[config.mk]
export PLATFORM = sky130hd
export DESIGN_NAME = m_dispatch_ctrl
export DESIGN_NICKNAME = d
export VERILOG_FILES = /design/src/rtl/m_dispatch_ctrl_pkg.sv /design/src/rtl/m_dispatch_ctrl_decoder_kind.sv /design/src/rtl/m_dispatch_ctrl.sv
export SDC_FILE = /design/constraint.sdc
export NUM_CORES = 1
export LEC_CHECK = 0
export ABC_AREA = 1
export CAP_MARGIN = 5
export CORE_ASPECT_RATIO = 1.4
export CORE_MARGIN = 2
export CORE_UTILIZATION = 40
export DETAILED_ROUTE_END_ITERATION = 10
export GPL_TIMING_DRIVEN = 0
export PLACE_DENSITY = 0.73
export REMOVE_ABC_BUFFERS = 1
export SLEW_MARGIN = 20
export SYNTH_ARGS = -nofsm -noshare
export SYNTH_HDL_FRONTEND = slang
export SYNTH_SLANG_ARGS = --single-unit
export TNS_END_PERCENT = 30
[constraint.sdc]
create_clock -name clk -period 3.1 [get_ports clk]
set_clock_uncertainty 0.05 [all_clocks]
set_input_delay 0.62 -clock clk [delete_from_list [all_inputs] [get_ports clk]]
set_output_delay 0.62 -clock clk [all_outputs]
set_load 0.05 [all_outputs]
[src/rtl/m_dispatch_ctrl_pkg.sv]
// Shared types for the dispatch controller: instruction kinds, FSM states
// and default memory in-flight limit.
package m_dispatch_ctrl_pkg;

    typedef enum logic [2:0] {
        KIND_RRR,
        KIND_RRI,
        KIND_MEMORY,
        KIND_MODEL,
        KIND_CUSTOM,
        KIND_INVALID
    } e_kind;

    typedef enum logic [1:0] {
        IDLE,
        HOLD,
        DRAIN,
        TRAP
    } e_dispatch_state;

    localparam int DISPATCH_MEM_MAX_DEFAULT = 4;

endpackage

[src/rtl/m_dispatch_ctrl_decoder_kind.sv]
// Instruction classifier: maps the major opcode nibble (bits 31:28)
// of an instruction onto an e_kind.
module m_decoder_kind
    import m_dispatch_ctrl_pkg::*;
(
    input  logic [3:0] op,
    output e_kind      kind
);

    always_comb begin
        kind = KIND_INVALID;
        case (op)
            4'h0:    kind = KIND_RRR;
            4'h4:    kind = KIND_RRI;
            4'h1:    kind = KIND_MEMORY;
            4'h2:    kind = KIND_MODEL;
            4'hc:    kind = KIND_CUSTOM;
            default: kind = KIND_INVALID;
        endcase
    end

endmodule

[src/rtl/m_dispatch_ctrl.sv]
// Issue-stage dispatcher: one-entry slot routed by kind to the functional units.
// Optional DISPATCH_CUSTOM_EN routes KIND_CUSTOM to the custom port; otherwise it traps.
module m_dispatch_ctrl
    import m_dispatch_ctrl_pkg::*;
#(
    parameter int MEM_MAX = DISPATCH_MEM_MAX_DEFAULT
) (
    input  logic        clk,
    input  logic        rst,
    input  logic        instr_valid,
    output logic        instr_ready,
    input  logic [31:0] instruction,
    output logic [31:0] issue_instr,
    output e_kind       issue_kind,
    output logic        alu_valid,
    input  logic        alu_ready,
    output logic        mem_valid,
    input  logic        mem_ready,
    input  logic        mem_done,
    output logic        model_valid,
    input  logic        model_ready,
    output logic        custom_valid,
    input  logic        custom_ready,
    output logic        trap,
    input  logic        trap_ack
);

    localparam int CW = $clog2(MEM_MAX + 1);

    e_dispatch_state state, state_nxt;
    logic [CW-1:0]   count, count_nxt;
    logic [31:0]     slot;
    e_kind           kind;
    logic            hold, is_alu, is_mem, is_model, is_custom, is_bad;
    logic            hs, accept, inc, dec;

    m_decoder_kind u_dec (
        .op   (slot[31:28]),
        .kind (kind)
    );

    assign issue_instr = slot;
    assign issue_kind  = kind;
    assign hold        = (state == HOLD);
    assign is_alu      = (kind == KIND_RRR) || (kind == KIND_RRI);
    assign is_mem      = (kind == KIND_MEMORY);
    assign is_model    = (kind == KIND_MODEL);

`ifdef DISPATCH_CUSTOM_EN
    assign is_custom = (kind == KIND_CUSTOM);
    assign is_bad    = (kind == KIND_INVALID);
`else
    logic unused_custom_ready;
    assign unused_custom_ready = custom_ready;
    assign is_custom = 1'b0;
    assign is_bad    = (kind == KIND_INVALID) || (kind == KIND_CUSTOM);
`endif

    // Valids come only from registered state/count, never from a ready input.
    assign alu_valid    = hold && is_alu;
    assign mem_valid    = hold && is_mem && (count != CW'(MEM_MAX));
    assign model_valid  = hold && is_model && (count == '0);
    assign custom_valid = hold && is_custom;
    assign trap         = (state == TRAP);

`ifdef DISPATCH_CUSTOM_EN
    assign hs = (alu_valid && alu_ready) || (mem_valid && mem_ready)
             || (model_valid && model_ready) || (custom_valid && custom_ready);
`else
    assign hs = (alu_valid && alu_ready) || (mem_valid && mem_ready)
             || (model_valid && model_ready);
`endif

    assign instr_ready = (state == IDLE) || hs;
    assign accept      = instr_valid && instr_ready;
    assign inc         = mem_valid && mem_ready;
    assign dec         = mem_done && (count != '0);

    always_comb begin
        count_nxt = count;
        case ({inc, dec})
            2'b10:   count_nxt = count + CW'(1);
            2'b01:   count_nxt = count - CW'(1);
            default: count_nxt = count;
        endcase
    end

    always_comb begin
        state_nxt = state;
        unique case (state)
            IDLE: if (accept) state_nxt = HOLD;
            HOLD: begin
                if (accept)
                    state_nxt = HOLD;
                else if (hs)
                    state_nxt = IDLE;
                else if (is_bad)
                    state_nxt = TRAP;
                else if (is_model && count_nxt != '0)
                    state_nxt = DRAIN;
            end
            // Count cannot rise here, so the model op is released as soon as it drains.
            DRAIN: if (count_nxt == '0) state_nxt = HOLD;
            TRAP:  if (trap_ack) state_nxt = IDLE;
        endcase
    end

    always_ff @(posedge clk or posedge rst) begin
        if (rst) begin
            state <= IDLE;
            count <= '0;
            slot  <= '0;
        end else begin
            state <= state_nxt;
            count <= count_nxt;
            if (accept) slot <= instruction;
        end
    end

endmodule
======== Yosys cells after proc, flatten, opt, wreduce, memory -nomap -nowiden ========
Cells that the tools add are included.
word-level totals
  bits in registers ....................... 37
  bits of input ports ..................... 41
  output and inout port bits .............. 41
  word-level logic and storage cells ...... 58
operators by class
  $add $sub $neg .......................... 2
  equality and inequality tests ........... 19
  muxes and demuxes ....................... 10
  reductions and logical operators ........ 24
operators by type and width
  cell                   count
  $pmux W3 S5            1
  $mux W2                7
  $logic_and A1 B1 Y1    11
  $logic_not A3 Y1       3
  $pmux W2 S4            1
  $eq A2 B2 Y1 const B   3
  $eq A3 B2 Y1 const B   2
  $eq A3 B3 Y1 const B   2
  $pmux W3 S2            1
  $reduce_bool A3 Y1     2
  $logic_or A1 B1 Y1     5
  $ne A5 B1 Y1 const B   1
  $eq A2 B1 Y1 const B   2
  $eq A4 B1 Y1 const B   1
  $eq A4 B2 Y1 const B   1
  $eq A4 B3 Y1 const B   1
  $eq A4 B4 Y1 const B   1
  $logic_not A4 Y1       1
  $ne A2 B2 Y1 const B   2
  $reduce_and A4 Y1      1
  $add A3 B1 Y3 const B  1
  $eq A3 B1 Y1 const B   1
  $ne A3 B3 Y1 const B   1
  $sub A3 B1 Y3 const B  1
  2 further kinds        2

======== Logic depth before layout (Yosys ltp) ========
  word-level depth ........................ 15
  gate-level depth with buffers ........... 18
  depth with buffers taken out ............ 18

======== By module ========
Synthesis repeated with hierarchy kept, for this count alone.
second synthesis, totals
  cells, all modules ...................... 232
  area, all modules ....................... 2005.7 sq um
modules (own cells, without submodules)
  module           instances  cells each  area an instance (sq um)  seq. area each (sq um)
  m_dispatch_ctrl  1          217         1945.6                    925.9
  m_decoder_kind   1          15          60.1                      0.0

======== Worst setup path before layout ========
No wires, ideal clock.
  kind .................................... reg-to-output
  start point ............................. register slot[31], in the netlist issue_instr[31]
  end point ............................... output model_valid
  arrival ................................. 2423 ps
  required time ........................... 2430 ps
  slack ................................... 7 ps
  cell stages (with the launch flop) ...... 4
  path buffers ............................ 0
  cell sequence ........................... dfrtp_1 > nor2_2 > inv_1 > nor4_1
on the way
  word-level cells in the longest chain between the ends .. 5
  elaborated cells on any way between the ends .. 9
  those cells by class .................... eq/ne (5); mux (1); reduce/logical (3)
ends and longest elaborated chain
  what                                  line                                text
  from (decl)                           m_dispatch_ctrl.sv:32               logic [31:0] slot;
  from (signal assigned)                m_dispatch_ctrl.sv:116              if (accept) slot <= instruction;
  $eq A4 B4 Y1 (tied with other cells)  m_dispatch_ctrl_decoder_kind.sv:12  case (op)
  $pmux W3 S5 *                         m_dispatch_ctrl_decoder_kind.sv:12
  $eq A3 B2 Y1 *                        m_dispatch_ctrl.sv:47               assign is_model = (kind == KIND_MODEL);
  $logic_and A1 B1 Y1 * (2 in series)   m_dispatch_ctrl.sv:62               assign model_valid = hold && is_model && (count == '0);
  to (decl)                             m_dispatch_ctrl.sv:20               output logic model_valid,
Every way passes the cells marked *; elsewhere a longest branch is shown, timed or not.

======== Worst setup path in the final report ========
  start point ............................. input alu_ready
  end point ............................... output instr_ready
on the way
  word-level cells in the longest chain between the ends .. 4
ends and longest elaborated chain
  what                 line                   text
  from (decl)          m_dispatch_ctrl.sv:16  input logic alu_ready,
  $logic_and A1 B1 Y1  m_dispatch_ctrl.sv:70  assign hs = (alu_valid && alu_ready) || (mem_valid && mem_ready)
  $logic_or A1 B1 Y1   m_dispatch_ctrl.sv:70
  $logic_or A1 B1 Y1   m_dispatch_ctrl.sv:71  || (model_valid && model_ready);
  $logic_or A1 B1 Y1   m_dispatch_ctrl.sv:74  assign instr_ready = (state == IDLE) || hs;
  to (decl)            m_dispatch_ctrl.sv:11  output logic instr_ready,
Every way passes these cells.

==> results.json <==
{
  "gp_congestion": 0.822,
  "switching_power_mw": 2.16,
  "finalCritPeriodShare": 0.931,
  "synth_compound_area_frac": 0.0199,
  "drive_above_1_share": 0.277,
  "start_util": 0.413,
  "antenna_cells": 0,
  "layout_min_cycle_time_ps": 2890,
  "synth-simple-area-share": 0.462,
  "die_x_um": 67.6,
  "wl_per_cell_um": 12.5,
  "hold_viol_final": 0,
  "finalSetupViolCount": 0,
  "placed_cells": 370,
  "drt-total-wl_um": 4730,
  "relSlewSlack": 0.336,
  "grt_usage": 0.168,
  "grt_pass1_wl_um": 8180,
  "cts_buffers": 5,
  "fillers": 486,
  "place_area_um2": 3040,
  "cts_root_buf": "clkbuf_8",
  "drt_pass1_iterations": 4,
  "seqPwrFrac": 0.255,
  "swShare": 0.553,
  "final_cell_area_um2": 3120,
  "fp-row-count": 32,
  "drt_iter0_markers": 117,
  "internal_power_mw": 1.74,
  "numPortBuffers": 79,
  "cts_tree": "yes",
  "synth-edff-count": 0,
  "p_per_area_nw_per_um2": 1250,
  "ys_seq_area_frac": 0.409,
  "rsz0062_at_grt": "no",
  "pwr-share-clk": 0.082,
  "netlist_area_um2": 2260,
  "maxSlewViolCount": 0,
  "start_kind": "input pin",
  "syn_avg_cell_area_um2": 9.67,
  "synth_seq_cells": 37,
  "synth_top_area_share": 0.409,
  "clk_path_buf_depth": 2,
  "status": "completed",
  "synthToLayoutAreaGrowth_pct": 37.8,
  "synth.most_common_cell": "nand3_1",
  "post-cts-setup-buffers": 0,
  "dieHeight_um": 93.0,
  "max_freq_ghz": 0.346,
  "synth.mux.area_fraction": 0,
  "hpwl_um": 3420,
  "synth.top_cells.by_count": "nand3_1 (42), dfrtp_1 (37), nand2_4 (32)",
  "synth_flop_cell": "dfrtp_1",
  "yosys.area_share.xor_xnor": 0.00387,
  "min-delay-path-class": "reg2reg",
  "tightest_slew_ps": 993,
  "peakVddDrop_uv": 785,
  "cts_hold_buf": 0,
  "synth_top_family_by_area": "simple AND/OR/NAND/NOR gates",
  "post-synth-top-area-cell": "dfrtp_1",
  "leakage_nw": 1.46,
  "antenna_found_initial": 0,
  "netlist_instances": 234,
  "synth_cell_types": 32,
  "critPathMaxFanout": 34,
  "critPathKind": "in2out",
  "vias": 1811,
  "coreArea_um2": 5490,
  "ys_warn_count": 0,
  "antenna_left": 0,
  "clock-sinks": 37,
  "grt_pass1_vias": 1842,
  "fin_nets": 352,
  "vias_per_cell": 4.79,
  "post-route-drc-count": 0,
  "p_total_mw": 3.90,
  "pwr-share-comb": 0.662,
  "synthArstFlopShare": 1.00,
  "htreeDepth": 2,
  "stdcell_count": 378,
  "die_area_um2": 6280,
  "clk_latency_ps": 280,
  "crit_arrival_ps": 2220,
  "required_ps": 2430,
  "synth_fa_ha_area_frac": 0.0144,
  "gr-total-overflow": 0,
  "grt_max_degree": 36,
  "maxCapViolCount": 0,
  "cts.clk_slew.worst_paths_ps": 80,
  "num_io_pins": 82,
  "worstSetupEndpointType": "output port",
  "synthTopCellsByArea": "dfrtp_1 (41%), nand2_4 (16%), nand3_1 (9.3%), nand2_2 (8.3%), nand2_1 (4.1%)"
}
[layout make-up]
type	count	area, um2	area share
clock buffers	6	72.6	0.0233
clock inverters	2	10.0	0.00321
inverters	20	77.6	0.0249
multi-input cells	165	1140	0.364
flip-flops and latches	37	926	0.297
well taps	68	85.1	0.0273
repair buffers	80	811	0.260
[power groups by stage]
stage	clock, mW	sequential (mW)	combinational, mW
2_1_floorplan	0	1.66	1.18
3_3_place_gp	0	0.998	2.57
3_5_place_dp	0	0.999	2.62
4_1_cts	0.335	0.999	2.61
5_1_grt	0.361	1.03	2.78
6_report	0.320	0.995	2.58
[state kept, by name (all words and copies together), names as in the netlist]
signal / flops
issue_instr: 32
count: 3
state: 2
[metrics by stage]
step	hold WS, ps	setup slack, ps	TNS [ps]	utilization
2_1_floorplan	432	7.21	0	-
3_3_place_gp	408	-325	-845	0.550
3_5_place_dp	420	-316	-316	0.554
4_1_cts	439	16.9	0	0.569
5_1_grt	476	25.9	0	0.568
6_report	434	213	0	0.568
[layer usage]
metal | track usage | vias to the layer above | part of all wire | wire (um)
met5 | 0 | - | 0 | 0
met4 | 0.0493 | 0 | 0.013 | 63
met3 | 0.0349 | 5 | 0.065 | 308
met2 | 0.288 | 59 | 0.52 | 2450
met1 | 0.207 | 852 | 0.40 | 1910
li1 | - | 895 | - | -
[final timing paths]
path	slack, ps	cells past startpoint	end	start
worst min-delay path	430	2	issue_instr[27]	issue_instr[27]
min in group asynchronous	600	2	count[2]	rst
worst max register to register	330	16	state[1]	issue_instr[31]
max in group asynchronous	1960	3	issue_instr[14]	rst
worst min register to register	430	2	issue_instr[27]	issue_instr[27]
worst max-delay path	210	6	instr_ready	alu_ready
[cell families (layout without fill, tap and decap cells)]
group | after synthesis | in the layout
fa+ha+maj | 2 | 2
compound gates | 6 | 6
xor+xnor | 1 | 1
simple gates | 155 | 155
flops | 37 | 37
buf+inv | 32 | 108
other cells | 1 | 1
[timing repair]
action                     4_1_cts  5_1_grt
hold endpoints to repair         0        0
resized for setup                1        3
setup endpoints to repair        1        2
[cells in the final DEF (no fill, tap or decap), drive strengths merged, types with 2 or more instances in the layout]
| master | Yosys | final |
|---|---|---|
| clkdlybuf4s50 | 0 | 76 |
| nand4 | 4 | 4 |
| o21ai | 4 | 4 |
| clkbuf | 3 | 7 |
| nor2 | 15 | 15 |
| buf | 9 | 2 |
| nand3 | 44 | 44 |
| nand2 | 88 | 88 |
| clkinv | 0 | 2 |
| inv | 20 | 20 |
| dfrtp | 37 | 37 |
[critical path: stages]
cell and delay (ps):
clkdlybuf4s50_1 520, nand4_4 140, nand2_4 110, nor2_4 40, o21ai_4 350, clkbuf_2 420
Note: power is estimated with default switching activity, not from simulation.
